<file path="src/rtl/pipe_arith_arbiter_if.sv">
// ---------------------------------------------------------------------------
// pipe_arith_arbiter_if
// Bundles every signal exchanged between the shared arithmetic pipeline and
// the outside world: the global stall, both request ports and the tagged
// result stream.
//   stall                  : freezes the pipeline and blocks new accepts
//   reqX_valid / reqX_ready: valid/ready handshake for requester X (0 or 1)
//   reqX_a..reqX_d         : operands of requester X, N bits each
//   res_valid/res_id/res_data : result pulse, owning requester, value F
//   in_flight              : number of occupied pipeline stages (0..3)
//   idle                   : pipeline empty and no request pending
// Modports: slave = the arbiter/pipeline block, master = clients/environment.
// ---------------------------------------------------------------------------
interface pipe_arith_arbiter_if #(
    parameter int N = 10
);
    logic         stall;
    logic         req0_valid;
    logic         req0_ready;
    logic [N-1:0] req0_a;
    logic [N-1:0] req0_b;
    logic [N-1:0] req0_c;
    logic [N-1:0] req0_d;
    logic         req1_valid;
    logic         req1_ready;
    logic [N-1:0] req1_a;
    logic [N-1:0] req1_b;
    logic [N-1:0] req1_c;
    logic [N-1:0] req1_d;
    logic         res_valid;
    logic         res_id;
    logic [N-1:0] res_data;
    logic [1:0]   in_flight;
    logic         idle;

    modport slave (
        input  stall,
        input  req0_valid, req0_a, req0_b, req0_c, req0_d,
        input  req1_valid, req1_a, req1_b, req1_c, req1_d,
        output req0_ready, req1_ready,
        output res_valid, res_id, res_data, in_flight, idle
    );

    modport master (
        output stall,
        output req0_valid, req0_a, req0_b, req0_c, req0_d,
        output req1_valid, req1_a, req1_b, req1_c, req1_d,
        input  req0_ready, req1_ready,
        input  res_valid, res_id, res_data, in_flight, idle
    );
endinterface

</file>
<file path="src/rtl/pipe_arith_arbiter.sv">
// ---------------------------------------------------------------------------
// pipe_arith_arbiter
// Round-robin arbiter in front of a 3-stage pipeline computing
//   F = ((A+B)+(C-D))*D   (all arithmetic modulo 2^N)
// Each operation carries the ID of the requester that issued it, so results
// come back tagged. A global stall freezes every stage.
// Ports:
//   clk : rising-edge clock
//   rst : synchronous active-high reset (wins over stall)
//   bus : pipe_arith_arbiter_if.slave, carrying stall, both request ports,
//         the tagged result stream, in_flight and idle
// ---------------------------------------------------------------------------
module pipe_arith_arbiter #(
    parameter int N = 10
) (
    input  logic                   clk,
    input  logic                   rst,
    pipe_arith_arbiter_if.slave    bus
);

    // Round-robin pointer: ID of the requester that was accepted most recently.
    logic         last_grant_q, last_grant_d;

    // Stage 1: partial sums, operand D, valid and tag.
    logic [N-1:0] x1_q, x1_d;
    logic [N-1:0] x2_q, x2_d;
    logic [N-1:0] d1_q, d1_d;
    logic         v1_q, v1_d;
    logic         t1_q, t1_d;

    // Stage 2: combined sum, operand D, valid and tag.
    logic [N-1:0] x3_q, x3_d;
    logic [N-1:0] d2_q, d2_d;
    logic         v2_q, v2_d;
    logic         t2_q, t2_d;

    // Stage 3: truncated product, valid and tag.
    logic [N-1:0] f3_q, f3_d;
    logic         v3_q, v3_d;
    logic         t3_q, t3_d;

    logic         any_req;
    logic         grant_id;
    logic         accept;
    logic [N-1:0] op_a, op_b, op_c, op_d;

    // Arbitration: a lone requester always wins; on a conflict the requester
    // that was not granted last time wins. Because the winner is always a
    // valid requester, any request while not stalled is an accept.
    always_comb begin
        any_req  = bus.req0_valid | bus.req1_valid;
        grant_id = 1'b0;
        if (bus.req0_valid && bus.req1_valid) begin
            grant_id = ~last_grant_q;
        end else if (bus.req1_valid) begin
            grant_id = 1'b1;
        end
        accept = any_req & ~bus.stall;

        op_a = bus.req0_a;
        op_b = bus.req0_b;
        op_c = bus.req0_c;
        op_d = bus.req0_d;
        if (grant_id) begin
            op_a = bus.req1_a;
            op_b = bus.req1_b;
            op_c = bus.req1_c;
            op_d = bus.req1_d;
        end
    end

    // Next-state logic: everything holds under stall. On advance the data
    // registers load unconditionally; only the valid bits say whether the
    // stage content means anything.
    always_comb begin
        last_grant_d = last_grant_q;
        x1_d = x1_q;
        x2_d = x2_q;
        d1_d = d1_q;
        v1_d = v1_q;
        t1_d = t1_q;
        x3_d = x3_q;
        d2_d = d2_q;
        v2_d = v2_q;
        t2_d = t2_q;
        f3_d = f3_q;
        v3_d = v3_q;
        t3_d = t3_q;

        if (!bus.stall) begin
            if (accept) begin
                last_grant_d = grant_id;
            end
            x1_d = op_a + op_b;
            x2_d = op_c - op_d;
            d1_d = op_d;
            v1_d = accept;
            t1_d = grant_id;

            x3_d = x1_q + x2_q;
            d2_d = d1_q;
            v2_d = v1_q;
            t2_d = t1_q;

            // N-bit operands into an N-bit target keep only the low N bits
            // of the product.
            f3_d = x3_q * d2_q;
            v3_d = v2_q;
            t3_d = t2_q;
        end
    end

    // State registers; the pointer resets to 1 so requester 0 wins the first
    // conflict.
    always_ff @(posedge clk) begin
        if (rst) begin
            last_grant_q <= 1'b1;
            x1_q <= '0;
            x2_q <= '0;
            d1_q <= '0;
            v1_q <= 1'b0;
            t1_q <= 1'b0;
            x3_q <= '0;
            d2_q <= '0;
            v2_q <= 1'b0;
            t2_q <= 1'b0;
            f3_q <= '0;
            v3_q <= 1'b0;
            t3_q <= 1'b0;
        end else begin
            last_grant_q <= last_grant_d;
            x1_q <= x1_d;
            x2_q <= x2_d;
            d1_q <= d1_d;
            v1_q <= v1_d;
            t1_q <= t1_d;
            x3_q <= x3_d;
            d2_q <= d2_d;
            v2_q <= v2_d;
            t2_q <= t2_d;
            f3_q <= f3_d;
            v3_q <= v3_d;
            t3_q <= t3_d;
        end
    end

    assign bus.req0_ready = any_req & ~grant_id & ~bus.stall;
    assign bus.req1_ready = any_req &  grant_id & ~bus.stall;

    // A result held in stage 3 during a stall is masked here and shows up
    // once, in the first unstalled cycle.
    assign bus.res_valid = v3_q & ~bus.stall;
    assign bus.res_id    = t3_q;
    assign bus.res_data  = f3_q;

    assign bus.in_flight = {1'b0, v1_q} + {1'b0, v2_q} + {1'b0, v3_q};
    assign bus.idle      = ~(v1_q | v2_q | v3_q) & ~bus.req0_valid & ~bus.req1_valid;

endmodule
</file>
<file path="src/flat_wrapper.sv">
// flat-port wrapper written by rule: the top's interface ports become plain ports
module pipe_arith_arbiter_flat 
#(
    parameter int N = 10
)
  (clk, rst, bus_stall, bus_req0_valid, bus_req0_a, bus_req0_b, bus_req0_c, bus_req0_d, bus_req1_valid, bus_req1_a, bus_req1_b, bus_req1_c, bus_req1_d, bus_req0_ready, bus_req1_ready, bus_res_valid, bus_res_id, bus_res_data, bus_in_flight, bus_idle);
  pipe_arith_arbiter_if #(.N(N)) bus_i ();
  input  logic clk;
  input  logic rst;
  input wire logic [$bits(bus_i.stall)-1:0] bus_stall;
  input wire logic [$bits(bus_i.req0_valid)-1:0] bus_req0_valid;
  input wire logic [$bits(bus_i.req0_a)-1:0] bus_req0_a;
  input wire logic [$bits(bus_i.req0_b)-1:0] bus_req0_b;
  input wire logic [$bits(bus_i.req0_c)-1:0] bus_req0_c;
  input wire logic [$bits(bus_i.req0_d)-1:0] bus_req0_d;
  input wire logic [$bits(bus_i.req1_valid)-1:0] bus_req1_valid;
  input wire logic [$bits(bus_i.req1_a)-1:0] bus_req1_a;
  input wire logic [$bits(bus_i.req1_b)-1:0] bus_req1_b;
  input wire logic [$bits(bus_i.req1_c)-1:0] bus_req1_c;
  input wire logic [$bits(bus_i.req1_d)-1:0] bus_req1_d;
  output wire logic [$bits(bus_i.req0_ready)-1:0] bus_req0_ready;
  output wire logic [$bits(bus_i.req1_ready)-1:0] bus_req1_ready;
  output wire logic [$bits(bus_i.res_valid)-1:0] bus_res_valid;
  output wire logic [$bits(bus_i.res_id)-1:0] bus_res_id;
  output wire logic [$bits(bus_i.res_data)-1:0] bus_res_data;
  output wire logic [$bits(bus_i.in_flight)-1:0] bus_in_flight;
  output wire logic [$bits(bus_i.idle)-1:0] bus_idle;
  assign bus_i.stall = bus_stall;
  assign bus_i.req0_valid = bus_req0_valid;
  assign bus_i.req0_a = bus_req0_a;
  assign bus_i.req0_b = bus_req0_b;
  assign bus_i.req0_c = bus_req0_c;
  assign bus_i.req0_d = bus_req0_d;
  assign bus_i.req1_valid = bus_req1_valid;
  assign bus_i.req1_a = bus_req1_a;
  assign bus_i.req1_b = bus_req1_b;
  assign bus_i.req1_c = bus_req1_c;
  assign bus_i.req1_d = bus_req1_d;
  assign bus_req0_ready = bus_i.req0_ready;
  assign bus_req1_ready = bus_i.req1_ready;
  assign bus_res_valid = bus_i.res_valid;
  assign bus_res_id = bus_i.res_id;
  assign bus_res_data = bus_i.res_data;
  assign bus_in_flight = bus_i.in_flight;
  assign bus_idle = bus_i.idle;
  pipe_arith_arbiter #(.N(N)) u_core (.clk(clk), .rst(rst), .bus(bus_i));
endmodule
</file>
<file path="config.mk">
export PLATFORM = sky130hd
export DESIGN_NAME = pipe_arith_arbiter_flat
export DESIGN_NICKNAME = d
export VERILOG_FILES = /design/src/rtl/pipe_arith_arbiter_if.sv /design/src/rtl/pipe_arith_arbiter.sv /design/src/flat_wrapper.sv
export SDC_FILE = /design/constraint.sdc
export NUM_CORES = 1
export LEC_CHECK = 0
export ABC_AREA = 1
export BUFFER_PORTS_ARGS = -buffer_cell sky130_fd_sc_hd__buf_4
export CAP_MARGIN = 20
export CELL_PAD_IN_SITES_DETAIL_PLACEMENT = 0
export CELL_PAD_IN_SITES_GLOBAL_PLACEMENT = 1
export CORE_MARGIN = 10
export CORE_UTILIZATION = 40
export CTS_CLUSTER_DIAMETER = 80
export DETAILED_ROUTE_END_ITERATION = 7
export MAX_ROUTING_LAYER = met4
export PLACE_DENSITY = 0.88
export REMOVE_ABC_BUFFERS = 1
export SLEW_MARGIN = 20
export SYNTH_ARGS = -nofsm -noshare
export SYNTH_HDL_FRONTEND = slang
export SYNTH_SLANG_ARGS = --single-unit
export TNS_END_PERCENT = 1
</file>
<file path="constraint.sdc">
create_clock -name clk -period 4.8 [get_ports clk]
set_input_delay 0.24 -clock clk [delete_from_list [all_inputs] [get_ports clk]]
set_output_delay 0.24 -clock clk [all_outputs]
set_load 0.02 [all_outputs]
</file>
==> summary.md <==
| Metric | Value |
|---|---|
| Drt drc | `0` |
| Period utilisation layout | `0.900` |
| Min Clock Period, post-route | `around 4.3 ns` |
| Worst hold path class | `in2reg` |
| Most frequent cells in the layout | `nand2_1, inv_1, buf_4` |
| Root buf cell | `clkbuf_16` |
| Nets | `1083` |
| XOR/XNOR Fraction of Synth Area | `0.0445` |
| Worst skew pair latency | `around 0.33 ns` |
| CP startpoint kind | `flop` |
| Register area share after synthesis | `0.235` |
| CTS resizes | `0` |
| Longest Clk Path Bufs | `2` |
| Crit Path Max Fanout | `11` |
| Critical path class | `reg2reg` |
| Synth Area in Compound Gates | `0.127` |
| Reg-to-reg slack, setup | `0.48 ns` |
| Clock sink total | `67` |
| Gr usage total | `0.148` |
| Maximum number of pins on one net before global-route repair | `between 50 and 60` |
| Setup violators final | `0` |
| Share of layout cells above drive strength 1 | `0.151` |
| Leak | `slightly below 4 nW` |
| Synth Warn # | `0` |
| Clock-pin slew on the worst setup and hold paths | `around 0.06 ns` |
| Average routed wire per standard cell | `between 10 and 15 um` |
| Setup bufs post-CTS | `0` |
| Dpl ws | `around 0.48 ns` |
| Yosys reg bits | `67` |
| Post-Syn Area | `between 0.005 and 0.006 mm^2` |
| Detailed Route Iter0 Violations | `approximately 300` |
| H-tree depth | `3` |
| Post-Syn Instances | `between 800 and 900` |
| Final Non-Filler Cells | `1106` |
| Reg-to-reg endpoint | `u_core.bus.res_data[9]` |
| Worst-Margin Slew | `around 0.6 ns` |
| Detailed Routing Iterations Pass 1 | `4` |
| Max VDD drop | `183 uV` |
| Headroom to the max-slew limit | `0.602` |
| Worst hold path depth | `5` |
| PortBufs | `approximately 100` |
| CP Capture Type | `flop` |
| Inserted Clock Buffers | `9` |
| Aggregate global routing overflow | `0` |
| Final Skew | `approximately 0.007 ns` |
| R2r startpoint | `u_core.d2_q[1]` |
| Most common cell after layout, fill and taps aside | `nand2_1` |
| First-pass GRT wire length | `24.1 mm` |
| Drt total wl | `~14 mm` |
| Starting density of the core | `0.409` |
| Unrepaired setup endpoints after global routing | `no` |
| Final Hold Viols | `0` |
| Die Height | `139 um` |
| Ant. Diodes | `0` |
| Synthesized area per cell | `~7 um^2` |
| Mux share of post-synthesis cell area | `0.0176` |
| Setup TNS Final | `0 ns` |
| Cts hold-fix bufs | `0` |
| Endpoint arrival time on the critical path | `approximately 4.6 ns` |
| Synth Area in Adders | `0.203` |
| Simple-gate share of the synthesized area | `0.253` |
| DR vias | `between 5k and 6k` |
| Critical Path Source | `u_core.d2_q[1]` |
| Outcome | `finished clean` |
| Die X | `~140 um` |
| CTS tree | `built` |
| Vias in the first global route | `just over 5k` |
| Post-synthesis cell type count | `35` |
| Placed Instances | `1090` |
| CP endpoint | `u_core.bus.res_data[9]` |
| Tot Pwr | `a little under 2 mW` |
| Pins Over Slew Limit | `0` |
| Fmax | `between 200 and 250 MHz` |
| Vias per cell | `4.66` |
| Routed Antenna Nets | `0` |
| # IOs | `approximately 100` |
| Initial antenna violation count | `0` |
| DP Wirelength | `between 10 and 15 mm` |
| PwrDens | `approximately 280 mW/mm^2` |
| P&R area growth vs syn | `20.1%` |
| Core area | `about 0.014 mm^2` |
| Register-to-Register Path Depth | `16` |
| Maxcap violations | `0` |
| Finished layout cell area | `0.00685 mm^2` |
| Fin util | `0.492` |
| Worst setup margin | `between 0.4 and 0.5 ns` |
| Main combinational cell family by area after synthesis | `simple AND/OR/NAND/NOR gates` |
| Worst EP required | `between 5 and 6 ns` |
| Gpl congestion | `slightly below 0.9` |
| Worst hold margin | `around 0.24 ns` |
| Rows | `43` |
| Die area | `about 0.019 mm^2` |
| Dpl cell area | `0.00655 mm^2` |
cell families (layout without fill, tap and decap cells):
logic type,Yosys count,count (layout)
flops,67,67
mux,10,10
buf+inv,168,256
simple gates,357,357
xor+xnor,29,29
fa+ha+maj,77,77
compound gates,130,130
synthesized netlist by cell type:
library cell | number | share of area
nand2_1 | 217 | 0.14
inv_1 | 126 | 0.083
nor2_1 | 91 | 0.060
dfxtp_1 | 67 | 0.24
ha_1 | 51 | 0.11
o21ai_0 | 49 | 0.043
a21oi_1 | 44 | 0.039
fa_1 | 26 | 0.091
nand3_1 | 24 | 0.021
xor2_1 | 24 | 0.037
clkbuf_1 | 19 | 0.013
o211ai_1 | 11 | 0.014
o21ai_1 | 11 | 0.0097
mux2i_1 | 10 | 0.018
buf_2 | 7 | 0.0061
buf_4 | 7 | 0.0092
nand2_2 | 7 | 0.0077
nor3_1 | 6 | 0.0053
o21bai_1 | 5 | 0.0066
xnor2_1 | 5 | 0.0077
inv_2 | 4 | 0.0026
nand3_2 | 3 | 0.0053
nand4_1 | 3 | 0.0033
o221ai_1 | 3 | 0.0046
o311ai_0 | 3 | 0.0046
or2_1 | 3 | 0.0033
a31oi_1 | 2 | 0.0022
buf_6 | 2 | 0.0039
clkinv_1 | 2 | 0.0013
a211oi_2 | 1 | 0.0022
a21o_1 | 1 | 0.0013
buf_1 | 1 | 0.00066
nand2_4 | 1 | 0.0020
nor4_1 | 1 | 0.0011
or2_2 | 1 | 0.0011
flip-flops by register name, summed over array words and instances, names as in the netlist, 10 cells and up:
name / cells
u_core.bus.res_data: 10
u_core.x3_q: 10
u_core.x2_q: 10
u_core.x1_q: 10
u_core.d1_q: 10
u_core.d2_q: 10
how the worst min path moves through the flow:
stage                   startpoint              to  slack (ns)
floorplan                      rst     u_core.t1_q        0.31
global placement    u_core.d1_q[9]  u_core.d2_q[9]        0.45
detailed placement     u_core.t1_q     u_core.t1_q        0.45
CTS                  bus_req1_d[0]  u_core.d1_q[0]        0.23
global route         bus_req1_d[0]  u_core.d1_q[0]        0.26
finish               bus_req1_d[0]  u_core.d1_q[0]        0.24
where the power goes:
| part | switching (mW) | leakage (nW) | total [mW] | internal (mW) |
|---|---|---|---|---|
| clock network | 0.254 | 0.139 | 0.670 | 0.416 |
| logic | 0.341 | 3.24 | 0.599 | 0.258 |
| registers | 0.0469 | 0.556 | 0.658 | 0.611 |
| total | 0.642 | 3.93 | 1.93 | 1.28 |
layout make-up:
class | count | area [um^2]
clock buffer | 12 | 246
multi-input combinational | 603 | 3680
clock inverter | 4 | 50.0
timing repair buffer | 108 | 811
inverter | 132 | 495
tap | 180 | 225
fill | 1456 | 7090
sequential | 67 | 1340
worst max-delay path: stages, from the launching register on:
cell,delay (ns)
dfxtp_1,0.56
nand2_1,0.12
fa_1,0.47
fa_1,0.51
inv_1,0.05
fa_1,0.46
fa_1,0.52
fa_1,0.49
ha_1,0.35
a21oi_1,0.12
o21ai_0,0.08
a31oi_1,0.19
inv_1,0.06
nand2_1,0.06
nand3_1,0.06
nand2_1,0.07
inv_1,0.03
layer usage:
| layer | up-vias | global-route usage | part of all wire |
|---|---|---|---|
| met3 | 14 | 0.0235 | 0.026 |
| met2 | 84 | 0.253 | 0.49 |
| li1 | 2795 | - | - |
| met4 | 0 | 0.0423 | 0.013 |
| met5 | - | - | 0 |
| met1 | 2262 | 0.176 | 0.47 |
(Power assumes the default switching activity.)
